**src/rtl/tdm_pkg.sv**
```systemverilog
// Shared TDM frame-format definitions used by the transmitter and receiver sides.
package tdm_pkg;

    typedef enum logic {
        HUNT = 1'b0,
        RECV = 1'b1
    } rx_state_e;

    localparam int unsigned TDM_CHANNELS = 4;
    localparam int unsigned ERR_CNT_W    = 8;

endpackage

```
**src/rtl/tdm_slot_cnt.sv**
```systemverilog
// Modulo-CHANNELS slot counter with clear, load-to-1 and increment controls.
module tdm_slot_cnt #(
    parameter int unsigned CHANNELS = 4,
    parameter int unsigned SEL_W    = 2
) (
    input  logic             clk,
    input  logic             rst_n,
    input  logic             clr,
    input  logic             load1,
    input  logic             inc,
    output logic [SEL_W-1:0] slot
);

    logic [SEL_W-1:0] slot_d;
    logic [SEL_W-1:0] slot_q;

    // CHANNELS is a power of two, so natural SEL_W-bit wrap gives modulo counting.
    always_comb begin
        slot_d = slot_q;
        if (clr) begin
            slot_d = '0;
        end else if (load1) begin
            slot_d = SEL_W'(1);
        end else if (inc) begin
            slot_d = slot_q + SEL_W'(1);
        end
    end

    always_ff @(posedge clk or negedge rst_n) begin
        if (!rst_n) begin
            slot_q <= '0;
        end else begin
            slot_q <= slot_d;
        end
    end

    assign slot = slot_q;

endmodule

```
**src/rtl/tdm_demux_rx.sv**
```systemverilog
// Frame-synchronised TDM demultiplexer receiver with lock and sync-error supervision.
// Optional saturating error counter on err_cnt when TDM_RX_ERR_CNT_EN is defined.
module tdm_demux_rx
    import tdm_pkg::*;
#(
    parameter int unsigned CHANNELS = TDM_CHANNELS,
    parameter int unsigned SEL_W    = $clog2(CHANNELS)
) (
    input  logic                clk,
    input  logic                rst_n,
    input  logic                din,
    input  logic                sync,
    output logic [CHANNELS-1:0] dout,
    output logic                frame_valid,
    output logic [SEL_W-1:0]    slot,
    output logic                locked,
    output logic                sync_err
`ifdef TDM_RX_ERR_CNT_EN
    ,
    output logic [ERR_CNT_W-1:0] err_cnt
`endif
);

    localparam logic [SEL_W-1:0] LAST_SLOT = SEL_W'(CHANNELS - 1);

    rx_state_e           state_d, state_q;
    logic [CHANNELS-1:0] shadow_d, shadow_q;
    logic [CHANNELS-1:0] dout_d, dout_q;
    logic                frame_valid_d, frame_valid_q;
    logic                sync_err_d, sync_err_q;
    logic                cnt_clr, cnt_load1, cnt_inc;
    logic [SEL_W-1:0]    slot_q;

    tdm_slot_cnt #(
        .CHANNELS (CHANNELS),
        .SEL_W    (SEL_W)
    ) u_slot_cnt (
        .clk   (clk),
        .rst_n (rst_n),
        .clr   (cnt_clr),
        .load1 (cnt_load1),
        .inc   (cnt_inc),
        .slot  (slot_q)
    );

    always_comb begin
        state_d       = state_q;
        shadow_d      = shadow_q;
        dout_d        = dout_q;
        frame_valid_d = 1'b0;
        sync_err_d    = 1'b0;
        cnt_clr       = 1'b0;
        cnt_load1     = 1'b0;
        cnt_inc       = 1'b0;
        unique case (state_q)
            HUNT: begin
                if (sync) begin
                    shadow_d    = '0;
                    shadow_d[0] = din;
                    cnt_load1   = 1'b1;
                    state_d     = RECV;
                end
            end
            RECV: begin
                if (sync) begin
                    // Early sync restarts the frame here; partial shadow is discarded.
                    sync_err_d  = (slot_q != '0);
                    shadow_d    = '0;
                    shadow_d[0] = din;
                    cnt_load1   = 1'b1;
                end else if (slot_q == '0) begin
                    sync_err_d = 1'b1;
                    cnt_clr    = 1'b1;
                    state_d    = HUNT;
                end else begin
                    shadow_d[slot_q] = din;
                    cnt_inc          = 1'b1;
                    if (slot_q == LAST_SLOT) begin
                        dout_d        = shadow_d;
                        frame_valid_d = 1'b1;
                    end
                end
            end
            default: begin
                cnt_clr = 1'b1;
                state_d = HUNT;
            end
        endcase
    end

    always_ff @(posedge clk or negedge rst_n) begin
        if (!rst_n) begin
            state_q       <= HUNT;
            shadow_q      <= '0;
            dout_q        <= '0;
            frame_valid_q <= 1'b0;
            sync_err_q    <= 1'b0;
        end else begin
            state_q       <= state_d;
            shadow_q      <= shadow_d;
            dout_q        <= dout_d;
            frame_valid_q <= frame_valid_d;
            sync_err_q    <= sync_err_d;
        end
    end

`ifdef TDM_RX_ERR_CNT_EN
    logic [ERR_CNT_W-1:0] err_cnt_d, err_cnt_q;

    always_comb begin
        err_cnt_d = err_cnt_q;
        if (sync_err_d && (err_cnt_q != '1)) begin
            err_cnt_d = err_cnt_q + ERR_CNT_W'(1);
        end
    end

    always_ff @(posedge clk or negedge rst_n) begin
        if (!rst_n) begin
            err_cnt_q <= '0;
        end else begin
            err_cnt_q <= err_cnt_d;
        end
    end

    assign err_cnt = err_cnt_q;
`endif

    assign dout        = dout_q;
    assign frame_valid = frame_valid_q;
    assign slot        = slot_q;
    assign locked      = (state_q == RECV);
    assign sync_err    = sync_err_q;

endmodule

```
**config.mk**
```make
export PLATFORM = sky130hd
export DESIGN_NAME = tdm_demux_rx
export DESIGN_NICKNAME = d
export VERILOG_FILES = /design/src/rtl/tdm_pkg.sv /design/src/rtl/tdm_slot_cnt.sv /design/src/rtl/tdm_demux_rx.sv
export SDC_FILE = /design/constraint.sdc
export NUM_CORES = 1
export LEC_CHECK = 0
export CAP_MARGIN = 5
export CORE_AREA = 2 2 39 41
export CTS_BUF_LIST = sky130_fd_sc_hd__clkbuf_4 sky130_fd_sc_hd__clkbuf_8 sky130_fd_sc_hd__clkbuf_16
export DETAILED_ROUTE_END_ITERATION = 8
export DIE_AREA = 0 0 41 43
export PLACE_DENSITY = 0.78
export SLEW_MARGIN = 10
export SYNTH_ARGS = -nofsm -noshare
export SYNTH_HDL_FRONTEND = slang
export SYNTH_HIERARCHICAL = 1
export SYNTH_SLANG_ARGS = --single-unit
```
**constraint.sdc**
```tcl
create_clock -name clk -period 2.1 [get_ports clk]
set_input_delay 0.42 -clock clk [delete_from_list [all_inputs] [get_ports clk]]
set_output_delay 0.42 -clock clk [all_outputs]
set_load 0.02 [all_outputs]
```
==> results_dict.tcl, run 1 <==
set metrics [dict create \
    num_vias 359 \
    fmax_mhz 534 \
    regArea_um2 300 \
    synth_commonest_cells "12 x dfrtp_1, 5 x mux2_2, 3 x nand2b_1, 3 x nand3b_1" \
    coreArea_um2 1380 \
    clock_latency_ps 280 \
    gp_congestion 0.667 \
    area_growth_pct 34.3 \
    grt.total_usage 0.136 \
    critPathMaxStageDelay_ps 670 \
    synth-main-ff-cell "dfrtp_1" \
    worstSetupStartpoint "u_slot_cnt/slot[0]" \
    drcViolationCount 0 \
    r2r-start "u_slot_cnt/slot[0]" \
    cts_setup_buffers 0 \
    cts.sinks 12 \
    postRouteAntennaNets 0 \
    grt_pass1_wl_um 1480 \
    clk_pin_slew_ps 70 \
    p_per_area_nw_per_um2 1270 \
    instances_no_fill 74 \
    finalSetupViolations 0 \
    finalCritPeriodShare 0.891 \
    drt-total-wl_um 898 \
    yosysMostFrequentCell "dfrtp_1" \
    critPathBufInv 1 \
    synth_top_area_share 0.561 \
    syn_area_per_cell_um2 13.1 \
    rsz0062_at_grt "false" \
    outcome "complete, no violations" \
    grt_overflow 0 \
    placed_cells 70 \
    synth_cell_types 18 \
    dp_worst_setup_slack_ps 244 \
    fp-row-count 14 \
    clock-root-buffer "clkbuf_4" \
    critPathCaptureType "primary output" \
    crit_type "reg -> out" \
    portBuffers 12 \
    holdCritPathClass "in -> async" \
    cp.depth 1 \
    dpl_cell_area_um2 683 \
    grt_max_degree 13 \
    htree_num_levels 1 \
    wl_per_cell_um 12.1 \
    ios 13 \
    diodes 0 \
    drive_gt1_frac 0.276 \
    final_max_slew_viol_count 0 \
    hold_slack_ps 487 \
    die-height_um 43 \
    holdBufCountCts 0 \
    ff2ff_path_depth 5 \
    period_minus_slack_ps 1870 \
    synth_area_um2 536 \
    synthArstFlopShare 1.00 \
    die-area_um2 1760 \
    cp.required_ps 1680 \
    synth_edf_count 0 \
    antenna_found_initial 0 \
    yosysSeqAreaShare 0.561 \
    cp_slowest_cell "clkdlybuf4s50_1" \
    yosys_warnings 6 \
    reg2reg_to "u_slot_cnt/slot[1]" \
    drtIter0Drc 5 \
    nets 64 \
    grt_pass1_vias 341 \
    clock_skew_ps 1.41 \
    viasPerCell 4.85 \
    post_cts_resized 0 \
    tns_ps 0 \
    synth-seq-cells 12 \
    start_kind "flip-flop" \
    worstMarginPinSlew_ps 533 \
    die_w_um 41 \
    arrival_ps 1450 \
    multi_input_area_um2 228 \
    max_cap_viol_count 0 \
    cts_tree "done" \
    start_util 0.387 \
    syn_inst 41 \
    cp_max_fo 9 \
    yosysTopAreaCell "dfrtp_1" \
    finish.utilization 0.520 \
    endpoint "slot[0]" \
    synth.net_count 46 \
    leakage_nw 0.326 \
    slew_headroom 0.643 \
    rrSetupSlack_ps 370 \
    fillCellCount 130 \
    cp_cell_sequence "clkdlybuf4s50_1" \
    layout_setup_ws_ps 228 \
    power_uw 914 \
    cts_made_buffers 3 \
    hpwl_um 649 \
    finalInstanceArea_um2 719 \
    ir_drop_mv 0.513 \
    cp_top_family "buffers and inverters" \
    firstDrtPassIters 2 \
    finalHoldViolCount 0 \
    clockBufferDepth 2 \
    synthTopCellsByArea "dfrtp_1 56%, mux2_2 11%, nand3b_1 4.2%" \
]
## flip-flops by register name, indices dropped and copies added (netlist names)
name and count:
sync_err 1, dout 4, shadow_q 3, locked 1
frame_valid 1, u_slot_cnt/slot 2
## report_power, final
group | switching [mW] | internal [mW] | total, mW
clock | 0.0788 | 0.106 | 0.184
combinational | 0.164 | 0.203 | 0.368
sequential | 0.0632 | 0.298 | 0.362
total | 0.306 | 0.607 | 0.914
## kinds of logic after synthesis
| group | synth area share |
|---|---|
| multiplexers | 0.143 |
| buffers and inverters | 0.0140 |
| adder cells (fa/ha/maj) | 0.0234 |
| XOR/XNOR | 0.0164 |
| AO/OA/AOI/OAI | 0.0677 |
| AND/OR/NAND/NOR | 0.175 |
| flip-flops | 0.561 |
## cell usage in the layout (no fill, tap or decap), types with 2 or more instances in the layout
cell type and n:
dfrtp_1 12, clkdlybuf4s50_1 12, mux2_2 5, nand2b_1 3
nand3b_1 3, clkbuf_4 3, inv_1 2, and2_2 2
nor2_1 2, mux2i_1 2
## area by class of cell
cell class | instances | share of cell area
Clock buffer | 4 | 0.0504
Inverter | 2 | 0.0104
Multi-Input combinational cell | 27 | 0.317
Sequential cell | 12 | 0.417
Tap cell | 16 | 0.0278
Timing Repair Buffer | 13 | 0.177
## worst min path at each step
stage / end / slack (ps) / depth (start not counted)
after detailed placement: shadow_q[0] / 500 / 1
after CTS: dout[1] / 500 / 1
after floorplan: dout[0] / 120 / 0
after global routing: dout[0] / 530 / 1
final: u_slot_cnt/slot[1] / 490 / 1
after global placement: dout[1] / 490 / 1
## per-layer routing
layer / up-vias / part of all wire / global-route usage
li1: 174 / - / -
met1: 173 / 0.46 / 0.173
met2: 8 / 0.47 / 0.172
met3: 4 / 0.029 / 0.0157
met4: 0 / 0.040 / 0.160
met5: - / 0 / 0
Power figures use the tool's default switching activity.
==> inputs of run 2 (changes only) <==
==> config.mk (replaced) <==
export PLATFORM = sky130hd
export DESIGN_NAME = tdm_demux_rx
export DESIGN_NICKNAME = d
export VERILOG_FILES = /design/src/rtl/tdm_pkg.sv /design/src/rtl/tdm_slot_cnt.sv /design/src/rtl/tdm_demux_rx.sv
export SDC_FILE = /design/constraint.sdc
export NUM_CORES = 1
export LEC_CHECK = 0
export CORE_MARGIN = 2
export CORE_UTILIZATION = 47
export CTS_BUF_LIST = sky130_fd_sc_hd__clkbuf_4 sky130_fd_sc_hd__clkbuf_8 sky130_fd_sc_hd__clkbuf_16
export DETAILED_ROUTE_END_ITERATION = 8
export PLACE_DENSITY = 0.85
export SLEW_MARGIN = 10
export SYNTH_ARGS = -nofsm -noshare
export SYNTH_HDL_FRONTEND = slang
export SYNTH_SLANG_ARGS = --single-unit
==> results_dict.tcl, run 2 <==
set metrics [dict create \
    switchingPower_uw 434 \
    r2r-start "u_slot_cnt.slot[0]" \
    area_growth_pct 26.2 \
    rrSetupSlack_ps 360 \
    critPathMaxStageDelay_ps 650 \
    synth-main-ff-cell "dfrtp_1" \
    p_seq_frac 0.342 \
    p_clk_frac 0.123 \
    fp-row-count 13 \
    tns_ps 0 \
    leakage_nw 0.371 \
    clock-root-buffer "clkbuf_4" \
    firstDrtPassIters 2 \
    critPathCaptureType "primary output" \
    power_mw 1.12 \
    htree_num_levels 1 \
    drcViolationCount 0 \
    wl_per_cell_um 12.9 \
    yosysMostFrequentCell "dfrtp_1" \
    num_vias 437 \
    start_kind "flip-flop" \
    drt-total-wl_um 1070 \
    diodes 0 \
    fmax_mhz 555 \
    finalSetupViolations 0 \
    coreArea_um2 1270 \
    grt_overflow 0 \
    rsz0062_at_grt "false" \
    syn_area_per_cell_um2 12.1 \
    worstSetupStartpoint "u_slot_cnt.slot[0]" \
    synth_edf_count 0 \
    die-height_um 40.6 \
    critPathBufInv 1 \
    clk_pin_slew_ps 70 \
    crit_type "reg -> out" \
    synthArstFlopShare 1.00 \
    max_cap_viol_count 0 \
    drtIter0Drc 7 \
    gp_congestion 0.769 \
    grt.total_usage 0.171 \
    ios 13 \
    clockBufferDepth 2 \
    yosysTopAreaCell "dfrtp_1" \
    viasPerCell 5.27 \
    synth_cell_types 17 \
    cts_made_buffers 3 \
    cp_slowest_cell "clkdlybuf4s50_1" \
    finish.utilization 0.627 \
    die_w_um 40.6 \
    cp_max_fo 6 \
    portBuffers 12 \
    cts_setup_buffers 0 \
    synthTopCellsByArea "dfrtp_1 48%, ha_1 14%, mux2i_1 7.9%" \
    grt_max_degree 15 \
    nets 81 \
    clock_latency_ps 270 \
    synth.net_count 63 \
    postRouteAntennaNets 0 \
    slew_headroom 0.653 \
    switching_share 0.387 \
    cp.required_ps 1680 \
    finalHoldViolCount 0 \
    yosys_warnings 0 \
    holdCritPathClass "in -> async" \
    finalCritPeriodShare 0.858 \
    placed_cells 80 \
    yosysSeqAreaShare 0.476 \
    worstMarginPinSlew_ps 518 \
    synth_commonest_cells "12 x dfrtp_1, 7 x ha_1, 5 x a21oi_1, 5 x mux2i_1" \
    synth_area_um2 631 \
    period_minus_slack_ps 1800 \
    start_util 0.497 \
    antenna_found_initial 0 \
    cp_top_family "buffers and inverters" \
    drive_gt1_frac 0.132 \
    synth_top_area_share 0.476 \
    cp_cell_sequence "clkdlybuf4s50_1" \
    hpwl_um 832 \
    power_frac_comb 0.535 \
    final_max_slew_viol_count 0 \
    post_cts_resized 0 \
    holdBufCountCts 0 \
    die-area_um2 1650 \
    mostFrequentLayoutCells "12 x dfrtp_1, 12 x clkdlybuf4s50_1, 7 x ha_1" \
    clock_skew_ps 7.08 \
    instances_no_fill 83 \
    synth-seq-cells 12 \
    outcome "complete, no violations" \
    arrival_ps 1380 \
    grt_pass1_vias 410 \
    syn_inst 52 \
    largest_reg_flops 4 \
    p_per_area_nw_per_um2 1410 \
    power.internal_uw 687 \
    ir_drop_mv 0.789 \
    cts.sinks 12 \
    grt_pass1_wl_um 1680 \
    cts_tree "done" \
]
## run 2: cell count changes after synthesis, sizes merged, moves of 2 or more
cell	previous run	this run
a31oi	0	3
and3	0	2
ha	1	7
a21oi	1	5
mux2	5	2
inv	2	4
mux2i	2	5
## run 2: power by group through the flow
| stage | combinational, mW | sequential, mW | clock [mW] |
|---|---|---|---|
| 6_report | 0.600 | 0.384 | 0.137 |
| 4_1_cts | 0.603 | 0.386 | 0.140 |
| 3_5_place_dp | 0.601 | 0.391 | 0 |
| 3_3_place_gp | 0.586 | 0.387 | 0 |
| 2_1_floorplan | 0.282 | 0.482 | 0 |
| 5_1_grt | 0.654 | 0.396 | 0.150 |
## run 2: worst reg2reg max path, cell delays in order, from the launching register on
cell and delay (ps):
dfrtp_1 470, inv_1 100, ha_1 270, inv_1 80, ha_1 200, and3_4 230, mux2_4 300
## run 2: cell families (layout without fill, tap and decap cells)
kind of cell,count (synthesis),count (layout),share of synthesized area
fa+ha+maj,7,7,0.139
mux,7,7,0.121
xor+xnor,1,1,0.0139
simple gates,11,11,0.119
buf+inv,5,21,0.0417
flops,12,12,0.476
compound gates,9,9,0.0893
## run 2: layout make-up
| class | count | area (um2) |
|---|---|---|
| clock buffers | 3 | 22.5 |
| fillers | 111 | 473 |
| well taps | 15 | 18.8 |
| multi-input cells | 35 | 304 |
| repair buffers | 14 | 135 |
| flip-flops and latches | 12 | 300 |
| inverters | 4 | 15.0 |
## run 2: per-layer routing
layer	track usage	vias to the layer above	wire length [um]
li1	-	214	-
met1	0.197	209	463
met2	0.258	10	537
met3	0.0326	4	31
met4	0.175	0	40
met5	0	-	0
## run 2: worst paths after layout
| kind | to | cells after the start |
|---|---|---|
| hold / removal | shadow_q[0] | 1 |
| max in group asynchronous | u_slot_cnt.slot[0] | 1 |
| min in group clk | shadow_q[0] | 1 |
| hold reg to reg | shadow_q[0] | 1 |
| setup reg to reg | dout[3] | 6 |
| setup / recovery | slot[0] | 1 |
## run 2: metrics by stage
stage / area (um2) / worst slack [ps] / hold WS (ps)
after floorplan: 631 / 369 / 124
after global placement: 773 / 263 / 492
after detailed placement: 773 / 238 / 496
after CTS: 796 / 281 / 512
after global routing: 796 / 232 / 536
final: 796 / 298 / 487
==> inputs of run 3 (changes only) <==
--- a/config.mk
+++ b/config.mk
@@ -14,3 +14,4 @@
 export SYNTH_ARGS = -nofsm -noshare
 export SYNTH_HDL_FRONTEND = slang
 export SYNTH_SLANG_ARGS = --single-unit
+export TNS_END_PERCENT = 50
==> results of run 3 <==
Final layout, timing and power as in run 2 (identical DEF).
